--- src/rtl/image_window_compositor.sv ---
`default_nettype none
// ============================================================================
// Module   : image_window_compositor
// Brief    : Decodes the VGA scan position into one of NUM_WIN side-by-side
//            image windows, addresses each window's ROM and outputs a pixel.
// Revision : 1.0
// ============================================================================
module image_window_compositor #(
    parameter int              NUM_WIN    = 2,
    parameter int              IMG_W      = 32,
    parameter int              IMG_H      = 32,
    parameter int              SCALE_LOG2 = 0,
    parameter int              X0         = 1,
    parameter int              Y0         = 1,
    parameter int              GAP        = 3,
    parameter int              BASE_ADDR  = 40,
    parameter int              ADDR_W     = 19,
    parameter int              PIX_W      = 8,
    parameter logic [PIX_W-1:0] BG_PIXEL  = '0
) (
    input  logic                        clk,
    input  logic                        rst,
    input  logic [9:0]                  cur_x,
    input  logic [9:0]                  cur_y,
    input  logic [NUM_WIN-1:0]          win_en,
    output logic [NUM_WIN*ADDR_W-1:0]   rd_addr,
    input  logic [NUM_WIN*PIX_W-1:0]    rd_data,
    output logic [PIX_W-1:0]            pix_out,
    output logic                        pix_active
);

    localparam int c_S      = 1 << SCALE_LOG2;
    localparam int c_WW     = IMG_W * c_S;
    localparam int c_WH     = IMG_H * c_S;
    localparam int c_PITCH  = c_WW + GAP;
    localparam int c_X_LAST = X0 + (NUM_WIN - 1) * c_PITCH + c_WW - 1;
    localparam int c_Y_LAST = Y0 + c_WH - 1;
    localparam int c_SEL_W  = (NUM_WIN > 1) ? $clog2(NUM_WIN) : 1;

    localparam logic [ADDR_W-1:0] c_BASE = ADDR_W'(BASE_ADDR);
    localparam logic [9:0]        c_Y0   = 10'(Y0);
    localparam logic [9:0]        c_YE   = 10'(c_Y_LAST);

    generate
        if (NUM_WIN < 1 || NUM_WIN > 4 || SCALE_LOG2 < 0 || SCALE_LOG2 > 2 ||
            c_X_LAST > 1023 || c_Y_LAST > 1023) begin : g_bad_cfg
            $error("image_window_compositor: window geometry does not fit the 1024x1024 scan space");
        end
    endgenerate

    // Row term is common to every window since they share one vertical band.
    logic                          w_row_hit;
    logic [9:0]                    w_dy;
    logic [ADDR_W-1:0]             w_row_base;

    assign w_row_hit  = (cur_y >= c_Y0) && (cur_y <= c_YE);
    assign w_dy       = cur_y - c_Y0;
    // IMG_W is a constant, so this product reduces to shifts and adds.
    assign w_row_base = c_BASE + ADDR_W'(w_dy >> SCALE_LOG2) * ADDR_W'(IMG_W);

    logic [NUM_WIN-1:0]               w_hit;
    logic [NUM_WIN-1:0][ADDR_W-1:0]   w_addr;

    generate
        for (genvar k = 0; k < NUM_WIN; k++) begin : g_win
            localparam logic [9:0] c_XS = 10'(X0 + k * c_PITCH);
            localparam logic [9:0] c_XE = 10'(X0 + k * c_PITCH + c_WW - 1);

            logic [9:0] w_dx;

            assign w_dx      = cur_x - c_XS;
            assign w_hit[k]  = w_row_hit && (cur_x >= c_XS) && (cur_x <= c_XE) && win_en[k];
            assign w_addr[k] = w_row_base + ADDR_W'(w_dx >> SCALE_LOG2);
        end
    endgenerate

    // Windows are disjoint, so at most one hit bit is set: OR-encoding suffices.
    logic [c_SEL_W-1:0] w_sel;
    logic               w_hit_any;

    always_comb begin
        w_sel     = '0;
        w_hit_any = |w_hit;
        for (int k = 0; k < NUM_WIN; k++) begin
            if (w_hit[k]) begin
                w_sel = w_sel | c_SEL_W'(k);
            end
        end
    end

    logic [NUM_WIN-1:0][ADDR_W-1:0]   r_addr;
    logic [c_SEL_W-1:0]               r_sel;
    logic                             r_hit_any;

    always_ff @(posedge clk) begin
        if (rst) begin
            r_addr    <= {NUM_WIN{c_BASE}};
            r_sel     <= '0;
            r_hit_any <= 1'b0;
        end else begin
            for (int k = 0; k < NUM_WIN; k++) begin
                r_addr[k] <= w_hit[k] ? w_addr[k] : c_BASE;
            end
            r_sel     <= w_sel;
            r_hit_any <= w_hit_any;
        end
    end

    assign rd_addr = r_addr;

    logic [NUM_WIN-1:0][PIX_W-1:0]    w_data;
    logic [PIX_W-1:0]                 w_pix;

    assign w_data = rd_data;

    always_comb begin
        w_pix = '0;
        for (int k = 0; k < NUM_WIN; k++) begin
            if (r_sel == c_SEL_W'(k)) begin
                w_pix = w_pix | w_data[k];
            end
        end
    end

    logic [PIX_W-1:0] r_pix;
    logic             r_active;

    always_ff @(posedge clk) begin
        if (rst) begin
            r_pix    <= BG_PIXEL;
            r_active <= 1'b0;
        end else if (r_hit_any) begin
            r_pix    <= w_pix;
            r_active <= 1'b1;
        end else begin
            r_pix    <= BG_PIXEL;
            r_active <= 1'b0;
        end
    end

    assign pix_out    = r_pix;
    assign pix_active = r_active;

endmodule
`default_nettype wire
--- config.mk ---
export PLATFORM = sky130hd
export DESIGN_NAME = image_window_compositor
export DESIGN_NICKNAME = d
export VERILOG_FILES = /design/src/rtl/image_window_compositor.sv
export SDC_FILE = /design/constraint.sdc
export NUM_CORES = 1
export LEC_CHECK = 0
export ABC_AREA = 1
export BUFFER_PORTS_ARGS = -buffer_cell sky130_fd_sc_hd__buf_4
export CORE_MARGIN = 2
export CORE_UTILIZATION = 25
export CTS_BUF_LIST = sky130_fd_sc_hd__clkbuf_8
export CTS_CLUSTER_SIZE = 12
export DETAILED_ROUTE_END_ITERATION = 12
export PLACE_DENSITY = 0.5
export SLEW_MARGIN = 20
export SYNTH_ARGS = -nofsm -noshare
export SYNTH_HDL_FRONTEND = slang
export SYNTH_SLANG_ARGS = --single-unit
export TNS_END_PERCENT = 30
--- constraint.sdc ---
create_clock -name clk -period 3.5 [get_ports clk]
set_clock_uncertainty 0.15 [all_clocks]
set_input_delay 0.7 -clock clk [delete_from_list [all_inputs] [get_ports clk]]
set_output_delay 0.7 -clock clk [all_outputs]
set_load 0.02 [all_outputs]
Word-level counts from Yosys, hierarchy flattened
Cells that the tools add are included.
W data, S select, Z words.
Cells by class
  multiplexer cells: 4
  bitwise gates (word level): 4
  $add $sub $neg: 6
  reduce and logical (&&, ||, !) cells: 11
  $lt $le $gt $ge: 6
Operators with widths (count)
  $add A16 B10 Y17: 2
  $ge A10 B1 Y1 const B: 2
  $le A10 B6 Y1 const B: 2
  $sub A10 B1 Y10 const B: 2
  $add A6 B15 Y16 const A: 1
  $mux W8: 2
  $ge A10 B6 Y1 const B: 1
  $le A10 B7 Y1 const B: 1
  $sub A10 B6 Y10 const B: 1
  $or A8 B8 Y8: 1
  $reduce_or A2 Y1: 4
  $logic_and A1 B1 Y1: 7
  $not A1 Y1: 3
  $mux W1: 2
Word-level totals
  bits of input ports: 40
  register bits after elaboration: 49
  logic and storage cells: 37

Depth between registers and ports, before layout
Gate-level depths: netlist of the first run.
  depth after elaboration: 7
  gate-level depth with buffers: 19

Least setup slack after synthesis of the first run
Ideal clock, no wire load.
  path type: input port to flip-flop
  start point: input port cur_y[0]
  end point: register r_addr, in the netlist rd_addr[30]
  data required time: 3230 ps
  setup slack: 432 ps
  data arrival time: 2797 ps
  path buffers: 0
  cell stages on the path: 19
  cell sequence: inv_1 > ha_1 > inv_1 > nand2_1 > nand2_2 > nor2_2 > nand2_1 > nand2_1 > inv_1 > ha_1 > inv_1 > nor3_1 > nand2_1 > nand3_1 > nand2_1 > a21oi_1 > inv_1 > o21ai_1 > a21oi_1
On the way
  cells in the longest elaborated chain, start to end: 7
  elaborated cells between the ends (all ways): 11
Ends and longest elaborated chain
  start, declared: RTL line 24  | input logic [9:0] cur_y,
  parallel branches: the longest is 7 deep, another holds $add A16 B10 Y17
  end signal, assigned: RTL line 97  | r_addr <= {NUM_WIN{c_BASE}};
  end signal, assigned by index: RTL line 102  | r_addr[k] <= w_hit[k] ? w_addr[k] : c_BASE;
  end, declared: RTL line 91  | logic [NUM_WIN-1:0][ADDR_W-1:0] r_addr;
Several ways; the timed one is not identified.
A chain may end at the register's enable or synchronous reset.

Worst setup path in the final report of the first run
  start point: input port cur_y[1]
  end point: register r_addr, in the netlist rd_addr[30]
The elaborated chain is that of the path after synthesis.

==> impl_metrics.py, run 1 <==
metrics = {
    "yosys": {
        "syn_inst": 406,
        "seq_area_frac_synth": 0.3221,
        "avgSynthCellArea_um2": 6.888,
        "synth_warnings": 0,
        "ys_seq_elements": 45,
        "syn_area_mm2": 0.002796,
        "ys_types": 34,
    },
    "timing": {
        "finalCritPeriodShare": 0.8756,
        "rsz0062_at_grt": "no",
        "clock.fmax_mhz": 326.3,
        "hold_violations": 0,
        "fin_crit_ns": 3.065,
        "finalSetupViolations": 0,
        "slew_violations": 0,
        "tns_ns": 0,
    },
    "power": {
        "power_density_mw_per_mm2": 310.1,
        "ir_worst_vdd_v": 0.0001058,
        "p_leak_nw": 1.874,
    },
    "clock_tree": {
        "postCtsResizedCells": 0,
        "clk_pin_slew_ns": 0.09,
        "insertion_delay_ns": 0.30,
        "cts_tree": "built",
        "cts_root_buf": "clkbuf_8",
        "cts.htree.levels": 2,
        "postCtsSetupRepairBufs": 0,
        "cts_buffers": 5,
        "ctsLongestPathBuffers": 2,
        "clkSinkCount": 45,
        "cts_hold_buf": 0,
    },
    "place": {
        "placed_cells": 628,
        "place_congestion": 0.9206,
        "dp_hpwl_um": 6031,
        "port_buffers": 82,
    },
    "critical_path": {
        "critPathLaunchType": "primary input",
        "worstSetupEndpointType": "flop",
        "crit_path_max_incr_delay_ns": 0.38,
        "critPathMaxFanout": 6,
        "worstPathCellList": "buf_4, inv_1, ha_1, inv_1, nand2_1, nand2_2, nor2_2, nand2_1, nand2_1, inv_1, ha_1, inv_1, nor3_1, nand2_1, nand3_1, nand2_1, a21oi_1, inv_1, o21ai_1, a21oi_1",
        "crit_arrival_ns": 3.11,
        "r2r-start": "r_sel",
        "worst_ep_required_time_ns": 3.55,
        "path_class": "in2reg",
        "cp_slowest_cell": "ha_1",
        "reg2reg_slack_ns": 2.37,
        "crit_start": "cur_y[1]",
    },
    "min_path": {
        "hold_start": "cur_x[0]",
        "worstHoldPathType": "in2reg",
    },
    "floorplanning": {
        "rows": 38,
        "start_util": 0.2568,
        "die-height_um": 109.8,
        "dieWidth_um": 109.8,
        "dieArea_mm2": 0.01205,
        "core_region_area_mm2": 0.01089,
        "ios": 87,
    },
    "routing": {
        "dr.pass1.iters": 4,
        "drc": 0,
        "totalWireLength_um": 7197,
        "ant_nets": 0,
        "drt_iter0_drc": 98,
        "vias_per_cell": 4.340,
        "wl_per_cell_um": 11.32,
        "vias": 2760,
    },
    "final_layout": {
        "final_cell_mix": "nand2_1 (93), buf_4 (85), inv_1 (55)",
        "diodes": 0,
        "final_cells": 636,
        "final_layout_size_suffix_gt1_frac": 0.2440,
        "utilization": 0.3373,
        "layout_commonest_cell": "nand2_1",
        "nNetsFinal": 556,
        "area_delta_synth_final_pct": 31.32,
    },
    "grt": {
        "gr-usage-all-layers": 0.1223,
        "grt-ovfl-total": 0,
        "grt_pass1_vias": 2560,
        "antenna_found_initial": 0,
        "grt_pass1_wl_um": 11450,
        "grt_max_degree": 16,
    },
    "flow_run": {
        "maxCapViolCount": 0,
    },
    "outcome": {
        "status": "complete, no violations",
    },
}
[cells in the mapped netlist]
library cell / n / area (µm²)
nand3_2: 1 / 10.01
buf_4: 4 / 30.03
a211oi_1: 1 / 7.510
nand3_4: 1 / 17.52
o211ai_1: 3 / 22.52
clkinv_1: 1 / 3.750
nand3_1: 27 / 135.1
inv_1: 55 / 206.5
inv_2: 4 / 15.01
nor2_1: 37 / 138.9
clkinv_2: 1 / 5.000
o2111ai_1: 1 / 8.760
xor2_1: 14 / 122.6
nor3_1: 7 / 35.03
a21o_1: 1 / 7.510
a21oi_1: 35 / 175.2
nor2_2: 6 / 37.54
clkbuf_1: 3 / 11.26
a31oi_1: 1 / 6.260
nor2_4: 2 / 22.52
conb_1: 1 / 3.750
nand2_4: 2 / 22.52
xnor2_1: 2 / 17.52
dfxtp_1: 45 / 900.9
o21ai_1: 5 / 25.02
nand2_2: 11 / 68.82
o21ai_0: 7 / 35.03
ha_1: 21 / 262.8
o21a_1: 3 / 22.52
buf_2: 1 / 5.000
nand2_1: 93 / 349.1
or2_1: 1 / 6.260
nand4_1: 7 / 43.79
o21bai_1: 2 / 15.01
[critical path, delay by kind of cell]
kind | cells | cell delay, ns
fa+ha+maj | 2 | 0.65
simple gates | 9 | 0.83
buf+inv | 6 | 0.48
compound gates | 3 | 0.45
[final timing paths]
kind                                    end  cells past startpoint
worst max-delay path            rd_addr[30]                     20
worst min-delay path             rd_addr[0]                      2
worst max register to register   pix_out[4]                      3
worst min register to register   pix_out[2]                      2
[sequential cells by signal (all words and copies together), names as in the netlist]
register	flops
pix_active	1
r_sel	1
rd_addr	34
r_hit_any	1
pix_out	8
[cells by family after synthesis]
| group | after synthesis | synth area share |
|---|---|---|
| AOI/OAI and AO/OA | 59 | 0.1163 |
| xor gates and xnor gates | 16 | 0.05011 |
| adders and majority gates | 21 | 0.09396 |
| buffers and inverters | 69 | 0.09888 |
| DFF | 45 | 0.3221 |
| other | 1 | 0.001341 |
| and+or+nand+nor | 195 | 0.3172 |
[power breakdown]
group          internal [mW]  leakage (nW)  switching, mW
Combinational          0.115          1.47          0.184
Sequential             0.513         0.363       0.000317
Clock                  0.142        0.0445          0.185
Total                  0.770          1.87          0.369
[layer usage]
metal  up-vias  GRT usage  wire length, µm
li1       1463          -                -
met2        82     0.2205             3464
met5         -          0                0
met3         8    0.02608              477
met4         0    0.03888              105
met1      1207     0.1435             3149
[cell type report]
class	count	area, µm²
clock buffers	5	68.82
clock inverters	3	21.27
fillers	1162	7216
inverters	61	230.2
multi-input cells	297	1638
flip-flops and latches	45	900.9
well taps	140	175.2
repair buffers	85	638.1
[per-stage QoR]
stage / cell area, µm² / setup WS (ns) / total power, mW / hold WS (ns)
final: 3672 / 0.4353 / 1.139 / 0.4275
after global routing: 3672 / 0.08401 / 1.228 / 0.4111
after CTS: 3672 / 0.4406 / 1.159 / 0.4143
after detailed placement: 3582 / 0.1069 / 0.8236 / 0.4297
after global placement: 3582 / 0.1725 / 0.8215 / 0.4278
after floorplan: 2815 / 0.4324 / 0.7361 / 0.3720
(Power assumes the default switching activity.)
==> inputs of run 2 (changes only) <==
MAX_ROUTING_LAYER = met4   (was not set)
==> impl_metrics.py, run 2 (synthesized netlist as in run 1, its figures left out) <==
metrics = {
    "final_layout": {
        "area_delta_synth_final_pct": 31.32,
        "utilization": 0.3373,
        "layout_commonest_cell": "nand2_1",
        "nFillCells": 1194,
        "final_layout_size_suffix_gt1_frac": 0.2440,
        "diodes": 0,
        "design_area_mm2": 0.003672,
        "final_cell_mix": "nand2_1 (93), buf_4 (85), inv_1 (55)",
        "nNetsFinal": 556,
        "largest_reg_flops": 34,
        "final_cells": 636,
    },
    "critical_path": {
        "crit_path_max_incr_delay_ns": 0.38,
        "critPathBufInv": 6,
        "crit_start": "cur_y[1]",
        "worst_ep_required_time_ns": 3.55,
        "worstSetupEndpointType": "flop",
        "cp_top_family": "simple AND/OR/NAND/NOR gates",
        "cp_slowest_cell": "ha_1",
        "crit_arrival_ns": 3.16,
        "r2r-start": "r_sel",
        "worstPathCellList": "buf_4, inv_1, ha_1, inv_1, nand2_1, nand2_2, nor2_2, nand2_1, nand2_1, inv_1, ha_1, inv_1, nor3_1, nand2_1, nand3_1, nand2_1, a21oi_1, inv_1, o21ai_1, a21oi_1",
        "critPathLaunchType": "primary input",
        "path_class": "in2reg",
        "critPathMaxFanout": 6,
    },
    "flow_run": {
        "maxCapViolCount": 0,
    },
    "power": {
        "power_density_mw_per_mm2": 309.1,
        "pwr-share-clk": 0.285,
        "cell_internal_pwr_mw": 0.7694,
        "pwr-share-seq": 0.452,
        "power_switching_mw": 0.3657,
        "ir_worst_vdd_v": 0.0001219,
        "power_mw": 1.135,
        "power_frac_comb": 0.263,
        "swShare": 0.3222,
        "p_leak_nw": 1.874,
    },
    "grt": {
        "antenna_found_initial": 0,
        "grt_pass1_wl_um": 11260,
        "grt-ovfl-total": 0,
        "grt_pass1_vias": 2564,
        "gr-usage-all-layers": 0.1238,
        "grt_max_degree": 16,
    },
    "floorplanning": {
        "start_util": 0.2568,
        "ios": 87,
        "die-height_um": 109.8,
        "dieWidth_um": 109.8,
        "dieArea_mm2": 0.01205,
        "rows": 38,
        "core_region_area_mm2": 0.01089,
    },
    "timing": {
        "slew_violations": 0,
        "clock.fmax_mhz": 321.7,
        "worst_slack_ns": 0.3916,
        "whs_ns": 0.4317,
        "fin_crit_ns": 3.108,
        "tns_ns": 0,
        "rsz0062_at_grt": "no",
        "hold_violations": 0,
        "finalSetupViolations": 0,
        "finalCritPeriodShare": 0.8881,
    },
    "clock_tree": {
        "postCtsSetupRepairBufs": 0,
        "clk_pin_slew_ns": 0.09,
        "clkSinkCount": 45,
        "ctsLongestPathBuffers": 2,
        "cts_buffers": 5,
        "insertion_delay_ns": 0.30,
        "cts_tree": "built",
        "cts_root_buf": "clkbuf_8",
        "cts_hold_buf": 0,
        "postCtsResizedCells": 0,
        "cts.htree.levels": 2,
    },
    "place": {
        "dp_hpwl_um": 6035,
        "port_buffers": 82,
        "post_dp_cell_area_mm2": 0.003582,
        "place_ws_ns": 0.05752,
        "place_congestion": 0.9287,
        "placed_cells": 628,
    },
    "min_path": {
        "hold_start": "cur_x[0]",
        "worstHoldPathType": "in2reg",
    },
    "routing": {
        "vias_per_cell": 4.310,
        "dr.pass1.iters": 4,
        "drc": 0,
        "wl_per_cell_um": 11.19,
        "drt_iter0_drc": 128,
        "ant_nets": 0,
        "vias": 2741,
        "totalWireLength_um": 7117,
    },
    "outcome": {
        "status": "complete, no violations",
    },
}
run 2: cell counts in the layout (fill, tap and decap cells not counted):
Identical to the previous run, type by type.
run 2: cell type report:
class / instances / area (µm²) / area share
clock buffer: 5 / 68.82 / 0.01874
clock inverter: 3 / 21.27 / 0.005792
inverter: 61 / 230.2 / 0.06269
multi-input combinational: 297 / 1638 / 0.4460
sequential: 45 / 900.9 / 0.2453
tap: 140 / 175.2 / 0.04770
timing repair buffer: 85 / 638.1 / 0.1738
run 2: final timing paths:
path,depth (start not counted),slack [ns],endpoint
min,2,0.43,rd_addr[0]
min reg2reg,2,0.44,pix_out[3]
max,20,0.39,rd_addr[30]
max reg2reg,3,2.38,pix_out[1]
run 2: power by group through the flow:
| stage | combinational [mW] | clock, mW | sequential, mW |
|---|---|---|---|
| 5_1_grt | 0.341 | 0.366 | 0.513 |
| 4_1_cts | 0.301 | 0.345 | 0.513 |
| 3_5_place_dp | 0.299 | 0 | 0.525 |
| 6_report | 0.299 | 0.323 | 0.513 |
| 2_1_floorplan | 0.209 | 0 | 0.527 |
| 3_3_place_gp | 0.297 | 0 | 0.525 |
run 2: layer usage:
layer,vias to the layer above,part of all wire,global-route usage,wire (µm)
met5,-,0,-,0
met4,0,0.0086,0.03888,61
met3,5,0.063,0.01956,450
met2,73,0.50,0.2275,3555
met1,1199,0.43,0.1361,3050
li1,1464,-,-,-
